## src/rtl/life_gen_ctrl_if.sv

```systemverilog
// Control/data bundle between the life front end, the generation sequencer and the tile.
// master = front end and tile side, slave = life_gen_ctrl.
interface life_gen_ctrl_if #(
  parameter int unsigned GEN_W = 16
);
  logic             load;
  logic [15:0]      load_val;
  logic             start;
  logic             stop;
  logic             single;
  logic [GEN_W-1:0] gen_limit;
  logic [15:0]      alive;
  logic [15:0]      val;
  logic             write_enb;
  logic             step;
  logic             busy;
  logic             done;
  logic [1:0]       stop_cause;
  logic [GEN_W-1:0] gen_count;

  modport master (
    output load, load_val, start, stop, single, gen_limit, alive,
    input  val, write_enb, step, busy, done, stop_cause, gen_count
  );

  modport slave (
    input  load, load_val, start, stop, single, gen_limit, alive,
    output val, write_enb, step, busy, done, stop_cause, gen_count
  );
endinterface

```

## src/rtl/life_gen_ctrl.sv

```systemverilog
// Generation sequencer for the 4x4 life tile: seed load, single step, free run, limit stop.
// Define LIFE_GEN_CTRL_AUTOSTOP_EN to also stop on extinction or still life.
module life_gen_ctrl #(
  parameter int unsigned PERIOD = 16,
  parameter int unsigned GEN_W  = 16
) (
  input logic             clk,
  input logic             reset,
  life_gen_ctrl_if.slave  bus
);

  localparam int unsigned WAIT_W = $clog2(PERIOD);
  localparam logic [WAIT_W-1:0] WAIT_INIT = WAIT_W'(PERIOD - 3);

  typedef enum logic [2:0] {
    S_IDLE, S_LOAD, S_RUN_WAIT, S_STEP, S_SETTLE, S_DONE
  } state_t;

  state_t           state;
  logic             run_flag;
  logic [WAIT_W-1:0] wait_cnt;
  logic [15:0]      val_q;
  logic             write_enb_q;
  logic             step_q;
  logic             busy_q;
  logic             done_q;
  logic [1:0]       cause_q;
  logic [GEN_W-1:0] gen_q;
  logic [GEN_W-1:0] gen_next;
  logic             stop_hit;
  logic [1:0]       cause_next;
`ifdef LIFE_GEN_CTRL_AUTOSTOP_EN
  logic [15:0]      prev_alive;
`endif

  assign gen_next = (&gen_q) ? gen_q : gen_q + 1'b1;

  // Later assignments override earlier ones, giving extinct > still > limit.
  always_comb begin
    stop_hit   = 1'b0;
    cause_next = 2'b00;
    if ((bus.gen_limit != '0) && (gen_next >= bus.gen_limit)) begin
      stop_hit   = 1'b1;
      cause_next = 2'b01;
    end
`ifdef LIFE_GEN_CTRL_AUTOSTOP_EN
    if (bus.alive == prev_alive) begin
      stop_hit   = 1'b1;
      cause_next = 2'b11;
    end
    if (bus.alive == '0) begin
      stop_hit   = 1'b1;
      cause_next = 2'b10;
    end
`endif
  end

  always_ff @(posedge clk or posedge reset) begin
    if (reset) begin
      state       <= S_IDLE;
      run_flag    <= 1'b0;
      wait_cnt    <= '0;
      val_q       <= '0;
      write_enb_q <= 1'b0;
      step_q      <= 1'b0;
      busy_q      <= 1'b0;
      done_q      <= 1'b0;
      cause_q     <= 2'b00;
      gen_q       <= '0;
`ifdef LIFE_GEN_CTRL_AUTOSTOP_EN
      prev_alive  <= '0;
`endif
    end else begin
      write_enb_q <= 1'b0;
      step_q      <= 1'b0;
      if (bus.load) begin
        state       <= S_LOAD;
        val_q       <= bus.load_val;
        write_enb_q <= 1'b1;
        busy_q      <= 1'b1;
        done_q      <= 1'b0;
        cause_q     <= 2'b00;
        gen_q       <= '0;
        run_flag    <= 1'b0;
      end else begin
        if (bus.stop) run_flag <= 1'b0;
        case (state)
          S_IDLE, S_DONE: begin
            if (!bus.stop && (bus.start || bus.single)) begin
              state    <= S_STEP;
              step_q   <= 1'b1;
              busy_q   <= 1'b1;
              done_q   <= 1'b0;
              cause_q  <= 2'b00;
              run_flag <= bus.start;
            end
          end
          S_LOAD: begin
            state  <= S_IDLE;
            busy_q <= 1'b0;
          end
          S_STEP: begin
`ifdef LIFE_GEN_CTRL_AUTOSTOP_EN
            prev_alive <= bus.alive;
`endif
            state <= S_SETTLE;
          end
          S_SETTLE: begin
            gen_q <= gen_next;
            if (stop_hit) begin
              state    <= S_DONE;
              done_q   <= 1'b1;
              cause_q  <= cause_next;
              busy_q   <= 1'b0;
              run_flag <= 1'b0;
            end else if (run_flag && !bus.stop) begin
              state    <= S_RUN_WAIT;
              wait_cnt <= WAIT_INIT;
            end else begin
              state  <= S_IDLE;
              busy_q <= 1'b0;
            end
          end
          S_RUN_WAIT: begin
            if (bus.stop) begin
              state  <= S_IDLE;
              busy_q <= 1'b0;
            end else if (wait_cnt == '0) begin
              state  <= S_STEP;
              step_q <= 1'b1;
            end else begin
              wait_cnt <= wait_cnt - 1'b1;
            end
          end
          default: begin
            state  <= S_IDLE;
            busy_q <= 1'b0;
          end
        endcase
      end
    end
  end

  assign bus.val        = val_q;
  assign bus.write_enb  = write_enb_q;
  assign bus.step       = step_q;
  assign bus.busy       = busy_q;
  assign bus.done       = done_q;
  assign bus.stop_cause = cause_q;
  assign bus.gen_count  = gen_q;

endmodule

```

## src/flat_wrapper.sv

```systemverilog
// flat-port wrapper written by rule: the top's interface ports become plain ports
module life_gen_ctrl_flat 
#(
  parameter int unsigned PERIOD = 16,
  parameter int unsigned GEN_W  = 16
)
  (clk, reset, bus_load, bus_load_val, bus_start, bus_stop, bus_single, bus_gen_limit, bus_alive, bus_val, bus_write_enb, bus_step, bus_busy, bus_done, bus_stop_cause, bus_gen_count);
  life_gen_ctrl_if #(.GEN_W(GEN_W)) bus_i ();
  input logic clk;
  input logic reset;
  input wire logic [$bits(bus_i.load)-1:0] bus_load;
  input wire logic [$bits(bus_i.load_val)-1:0] bus_load_val;
  input wire logic [$bits(bus_i.start)-1:0] bus_start;
  input wire logic [$bits(bus_i.stop)-1:0] bus_stop;
  input wire logic [$bits(bus_i.single)-1:0] bus_single;
  input wire logic [$bits(bus_i.gen_limit)-1:0] bus_gen_limit;
  input wire logic [$bits(bus_i.alive)-1:0] bus_alive;
  output wire logic [$bits(bus_i.val)-1:0] bus_val;
  output wire logic [$bits(bus_i.write_enb)-1:0] bus_write_enb;
  output wire logic [$bits(bus_i.step)-1:0] bus_step;
  output wire logic [$bits(bus_i.busy)-1:0] bus_busy;
  output wire logic [$bits(bus_i.done)-1:0] bus_done;
  output wire logic [$bits(bus_i.stop_cause)-1:0] bus_stop_cause;
  output wire logic [$bits(bus_i.gen_count)-1:0] bus_gen_count;
  assign bus_i.load = bus_load;
  assign bus_i.load_val = bus_load_val;
  assign bus_i.start = bus_start;
  assign bus_i.stop = bus_stop;
  assign bus_i.single = bus_single;
  assign bus_i.gen_limit = bus_gen_limit;
  assign bus_i.alive = bus_alive;
  assign bus_val = bus_i.val;
  assign bus_write_enb = bus_i.write_enb;
  assign bus_step = bus_i.step;
  assign bus_busy = bus_i.busy;
  assign bus_done = bus_i.done;
  assign bus_stop_cause = bus_i.stop_cause;
  assign bus_gen_count = bus_i.gen_count;
  life_gen_ctrl #(.PERIOD(PERIOD), .GEN_W(GEN_W)) u_core (.clk(clk), .reset(reset), .bus(bus_i));
endmodule
```

## config.mk

```make
export PLATFORM = sky130hd
export DESIGN_NAME = life_gen_ctrl_flat
export DESIGN_NICKNAME = d
export VERILOG_FILES = /design/src/rtl/life_gen_ctrl_if.sv /design/src/rtl/life_gen_ctrl.sv /design/src/flat_wrapper.sv
export SDC_FILE = /design/constraint.sdc
export NUM_CORES = 1
export LEC_CHECK = 0
export ABC_AREA = 1
export BUFFER_PORTS_ARGS = -buffer_cell sky130_fd_sc_hd__buf_2
export CORE_MARGIN = 5
export CORE_UTILIZATION = 51
export CTS_CLUSTER_SIZE = 30
export DETAILED_ROUTE_END_ITERATION = 6
export GPL_TIMING_DRIVEN = 0
export PLACE_DENSITY_LB_ADDON = 0.15
export SLEW_MARGIN = 10
export SYNTH_ARGS = -nofsm -noshare
export SYNTH_HDL_FRONTEND = slang
export SYNTH_SLANG_ARGS = --single-unit
```

## constraint.sdc

```tcl
create_clock -name clk -period 3.68 [get_ports clk]
set_input_delay 0.736 -clock clk [delete_from_list [all_inputs] [get_ports clk]]
set_output_delay 0.736 -clock clk [all_outputs]
set_load 0.03 [all_outputs]
```

==> metrics.txt <==
# TYPE chip_impl_metric gauge
chip_impl_info{name="run_status",value="complete, no violations"} 1
chip_impl_info{name="cts_tree",value="built"} 1
chip_impl_info{name="routed.top_layer",value="met4"} 1
chip_impl_metric{name="die_x",unit="microns"} 85.0
chip_impl_metric{name="yosys-mux-area-fraction",unit="%"} 0
chip_impl_metric{name="critical_path.n_buffers_inverters",unit=""} 2
chip_impl_metric{name="synthesis.area",unit="sq um"} 2870
chip_impl_metric{name="detail_route.vias_per_cell",unit=""} 5.07
chip_impl_metric{name="antenna_cells_inserted",unit=""} 0
chip_impl_metric{name="area_delta_synth_final",unit="%"} 21.0
chip_impl_metric{name="post_synth.cell_area_avg",unit="sq um"} 7.36
chip_impl_metric{name="postLayoutCoreUtil",unit="%"} 63.4
chip_impl_metric{name="worst-path-max-fanout",unit=""} 7
chip_impl_metric{name="start_util",unit="%"} 52.4
chip_impl_metric{name="nNetsFinal",unit=""} 544
chip_impl_metric{name="path_clk_slew",unit="ns"} 0.09
chip_impl_metric{name="routedLengthMet1",unit="microns"} 3090
chip_impl_metric{name="layout-drive-gt1-share",unit="%"} 23.9
chip_impl_metric{name="ctsHoldBuffers",unit=""} 0
chip_impl_info{name="rr_startpoint",value="u_core.bus.gen_count[0]$_DFFE_PP0P_"} 1
chip_impl_metric{name="max_cap_violations",unit=""} 0
chip_impl_metric{name="vias",unit=""} 2763
chip_impl_metric{name="numCtsBuffers",unit=""} 5
chip_impl_info{name="cp_top_family",value="simple AND/OR/NAND/NOR gates"} 1
chip_impl_info{name="crit_start",value="u_core.bus.gen_count[0]$_DFFE_PP0P_"} 1
chip_impl_metric{name="grt_remaining_overflow",unit=""} 0
chip_impl_metric{name="transition_at_the_pin_with_the_smallest_max_transition_slack",unit="ns"} 0.512
chip_impl_metric{name="detail_route.drc_violations",unit=""} 0
chip_impl_metric{name="final.setup_skew",unit="ns"} 0.0108
chip_impl_metric{name="synthXorXnorAreaFrac",unit="%"} 2.70
chip_impl_metric{name="synth.ff_latch_count",unit=""} 44
chip_impl_metric{name="first_global_vias",unit=""} 2708
chip_impl_metric{name="placement.io_buffers",unit=""} 74
chip_impl_metric{name="fin_crit_sh",unit="%"} 87.4
chip_impl_metric{name="row_count",unit=""} 27
chip_impl_metric{name="power.density",unit="nW/um^2"} 427
chip_impl_info{name="synth_top_family_by_area",value="simple AND/OR/NAND/NOR gates"} 1
chip_impl_info{name="timing.setup.critical_path_class",value="flip-flop to flip-flop"} 1
chip_impl_info{name="setup.worst_path.end_class",value="flip-flop"} 1
chip_impl_metric{name="synthDistinctLibCells",unit=""} 34
chip_impl_metric{name="crit_path_max_incr_delay",unit="ns"} 0.50
chip_impl_info{name="layout.cells.most_common",value="nand2_1"} 1
chip_impl_metric{name="routed-wl-met2",unit="microns"} 3290
chip_impl_metric{name="die_area",unit="sq um"} 7230
chip_impl_metric{name="pin_count",unit=""} 92
chip_impl_metric{name="synth_compound_gate_area_share",unit="%"} 9.07
chip_impl_metric{name="synth-edff-count",unit=""} 0
chip_impl_metric{name="routedWlPerCell",unit="microns"} 12.9
chip_impl_metric{name="min_period",unit="ns"} 3.22
chip_impl_metric{name="cts.htree.levels",unit=""} 2
chip_impl_metric{name="post_cts_resize_count",unit=""} 0
chip_impl_metric{name="routed_wirelength",unit="microns"} 7020
chip_impl_info{name="path_type_of_the_worst_min_delay_path",value="primary input to async pin"} 1
chip_impl_metric{name="timing.max_slew.rel_slack",unit="%"} 65.8
chip_impl_metric{name="cts_sinks",unit=""} 44
chip_impl_metric{name="globalplace.congestion",unit=""} 0.862
chip_impl_metric{name="cp.required",unit="ns"} 3.86
chip_impl_metric{name="gr-usage-all-layers",unit="%"} 20.8
chip_impl_metric{name="synth_nets",unit=""} 462
chip_impl_metric{name="synthesis.yosys.warnings",unit=""} 0
chip_impl_metric{name="leakage_power_figure",unit="uW"} 0.00200
chip_impl_metric{name="slew_violations",unit=""} 0
chip_impl_metric{name="grt_max_degree",unit=""} 36
chip_impl_metric{name="drtAntennaViolNets",unit=""} 0
chip_impl_metric{name="fp.coreArea",unit="sq um"} 5470
chip_impl_metric{name="drt_first_pass_iters",unit=""} 4
chip_impl_metric{name="synthesis.instances",unit=""} 390
chip_impl_metric{name="final-setup-viol-count",unit=""} 0
chip_impl_info{name="post_synth_top_flop",value="dfrtp_1"} 1
chip_impl_metric{name="post_synth_and_or_nand_nor_area_fraction",unit="%"} 31.5
chip_impl_info{name="slowest_stage",value="dfrtp_1"} 1
chip_impl_metric{name="seq_area_frac_synth",unit="%"} 38.4
chip_impl_metric{name="final_hold_viol_count",unit=""} 0
chip_impl_metric{name="setup.reg_to_reg.worst_slack",unit="ns"} 0.46
chip_impl_metric{name="placed_area",unit="sq um"} 3350
chip_impl_metric{name="critPathArrivalTime",unit="ns"} 3.40
chip_impl_info{name="cts_root_buffer",value="clkbuf_8"} 1
chip_impl_metric{name="drt_iter0_drc",unit=""} 101
chip_impl_metric{name="design_area",unit="sq um"} 3470
chip_impl_metric{name="grt_pass1_wl",unit="microns"} 12300
chip_impl_metric{name="insertion_delay",unit="ns"} 0.30
chip_impl_info{name="layout.cells.most_common_list",value="nand2_1 (130), buf_2 (75), inv_1 (63), dfrtp_1 (44), o21ai_0 (22)"} 1
chip_impl_info{name="critical_path.most_common_cell",value="nand2_1"} 1
chip_impl_metric{name="initial_antenna_violation_count",unit=""} 0
chip_impl_metric{name="ys_async_sr_fraction",unit="%"} 100
chip_impl_metric{name="cts_post_setup_buffers_inserted",unit=""} 0
chip_impl_metric{name="worst_vdd_drop",unit="mV"} 0.228
chip_impl_info{name="rsz0062_at_grt",value="false"} 1
chip_impl_info{name="path_cells",value="ha_1 > nand3_2 > nor2_4 > nand3_2 > nor2_2 > nand2_2 > o21ai_0 > inv_1 > ha_1 > nand2_1 > nand2_1 > nand2_1 > nand2_1 > nand2_1 > nand2_1 > nand2_1 > nand2_1 > nand3_1 > nand3_1 > o21ai_0 > inv_1"} 1
chip_impl_info{name="critPathLaunchType",value="flip-flop"} 1
chip_impl_metric{name="setup_total_negative_slack",unit="ns"} 0
chip_impl_metric{name="fmaxAchievable",unit="MHz"} 311
chip_impl_metric{name="route.met3.wl",unit="microns"} 531
chip_impl_metric{name="clockBufferDepth",unit=""} 2
chip_impl_metric{name="die_h",unit="microns"} 85.0
chip_impl_metric{name="synth_adder_area_share",unit="%"} 7.85
chip_impl_metric{name="detailedPlacementHpwl",unit="microns"} 5640
-- layout make-up --
| class | count | area (sq um) |
|---|---|---|
| plain buffers | 8 | 42.5 |
| clock buffers | 6 | 82.6 |
| clock inverters | 2 | 38.8 |
| fillers | 513 | 2000 |
| inverters | 68 | 255 |
| multi-input cells | 270 | 1470 |
| flip-flops and latches | 44 | 1100 |
| well taps | 72 | 90.1 |
| repair buffers | 75 | 390 |
-- metal layers --
metal,up-vias,global-route usage [%]
met2,84,33.9
met1,1273,27.6
met5,-,0
met3,11,5.24
met4,0,5.76
li1,1395,-
-- path summary, 6_finish.rpt --
check                      cells past startpoint                       endpoint
hold reg to reg                                2  u_core.bus.val[8]$_DFFE_PP0P_
setup reg to reg                              21    u_core.state[0]$_DFFE_PP0P_
max in group asynchronous                      3    u_core.state[0]$_DFFE_PP0P_
min in group clk                               2  u_core.bus.val[8]$_DFFE_PP0P_
hold / removal                                 2      u_core.run_flag$_DFF_PP0_
setup / recovery                              21    u_core.state[0]$_DFFE_PP0P_
-- stage by stage --
step,instances,hold WS (ns),power [uW],setup WS (ns)
after floorplan,390,0.442,963,0.818
after global placement,536,0.451,1070,0.561
after detailed placement,537,0.457,1100,0.510
after CTS,545,0.346,1490,0.492
after global routing,545,0.355,1590,0.174
final,545,0.347,1480,0.464
-- cells by family (layout without fill, tap and decap cells) --
group                    count (synthesis)  count (layout)
XOR/XNOR                                 8               8
other                                    1               1
buffers and inverters                   76             159
adder cells (fa/ha/maj)                 18              18
AND/OR/NAND/NOR                        198             198
flip-flops                              44              44
AO/OA/AOI/OAI                           45              45
-- worst reg2reg max path, cell delays in order (launching register included) --
cell and delay [ns]:
dfrtp_1 0.50, ha_1 0.25, nand3_2 0.13, nor2_4 0.20
nand3_2 0.11, nor2_2 0.12, nand2_2 0.11, o21ai_0 0.28
inv_1 0.08, ha_1 0.30, nand2_1 0.07, nand2_1 0.05
nand2_1 0.05, nand2_1 0.05, nand2_1 0.05, nand2_1 0.07
nand2_1 0.06, nand2_1 0.10, nand3_1 0.24, nand3_1 0.10
o21ai_0 0.11, inv_1 0.07
-- power by group --
part	total [uW]	internal [uW]	switching [uW]	leakage, uW
Clock	395	222	172	0.0000614
Sequential	613	549	63.9	0.000570
Combinational	476	164	312	0.00137
-- cells in the mapped netlist (all sizes together) (2+ instances only) --
master / count / share of area (%)
ha: 18 / 7.8
nand3: 19 / 3.8
or2: 2 / 0.44
nand4: 12 / 2.6
a21oi: 14 / 3.0
dfrtp: 44 / 38
clkbuf: 3 / 0.39
nor4: 4 / 0.87
buf: 5 / 1.1
xnor2: 2 / 0.61
nor2: 16 / 2.8
nand2: 133 / 18
nor3: 11 / 3.1
inv: 68 / 8.9
xor2: 6 / 2.1
o22ai: 4 / 0.87
o21ai: 25 / 4.6
-- sequential cells by signal, indices dropped and copies added, names as in the netlist --
| signal | count |
|---|---|
| u_core.run_flag | 1 |
| u_core.wait_cnt | 4 |
| u_core.state | 3 |
| u_core.bus.stop_cause | 1 |
| u_core.bus.step | 1 |
| u_core.bus.val | 16 |
| u_core.bus.gen_count | 16 |
| u_core.bus.busy | 1 |
| u_core.bus.write_enb | 1 |
(Power assumes the default switching activity.)
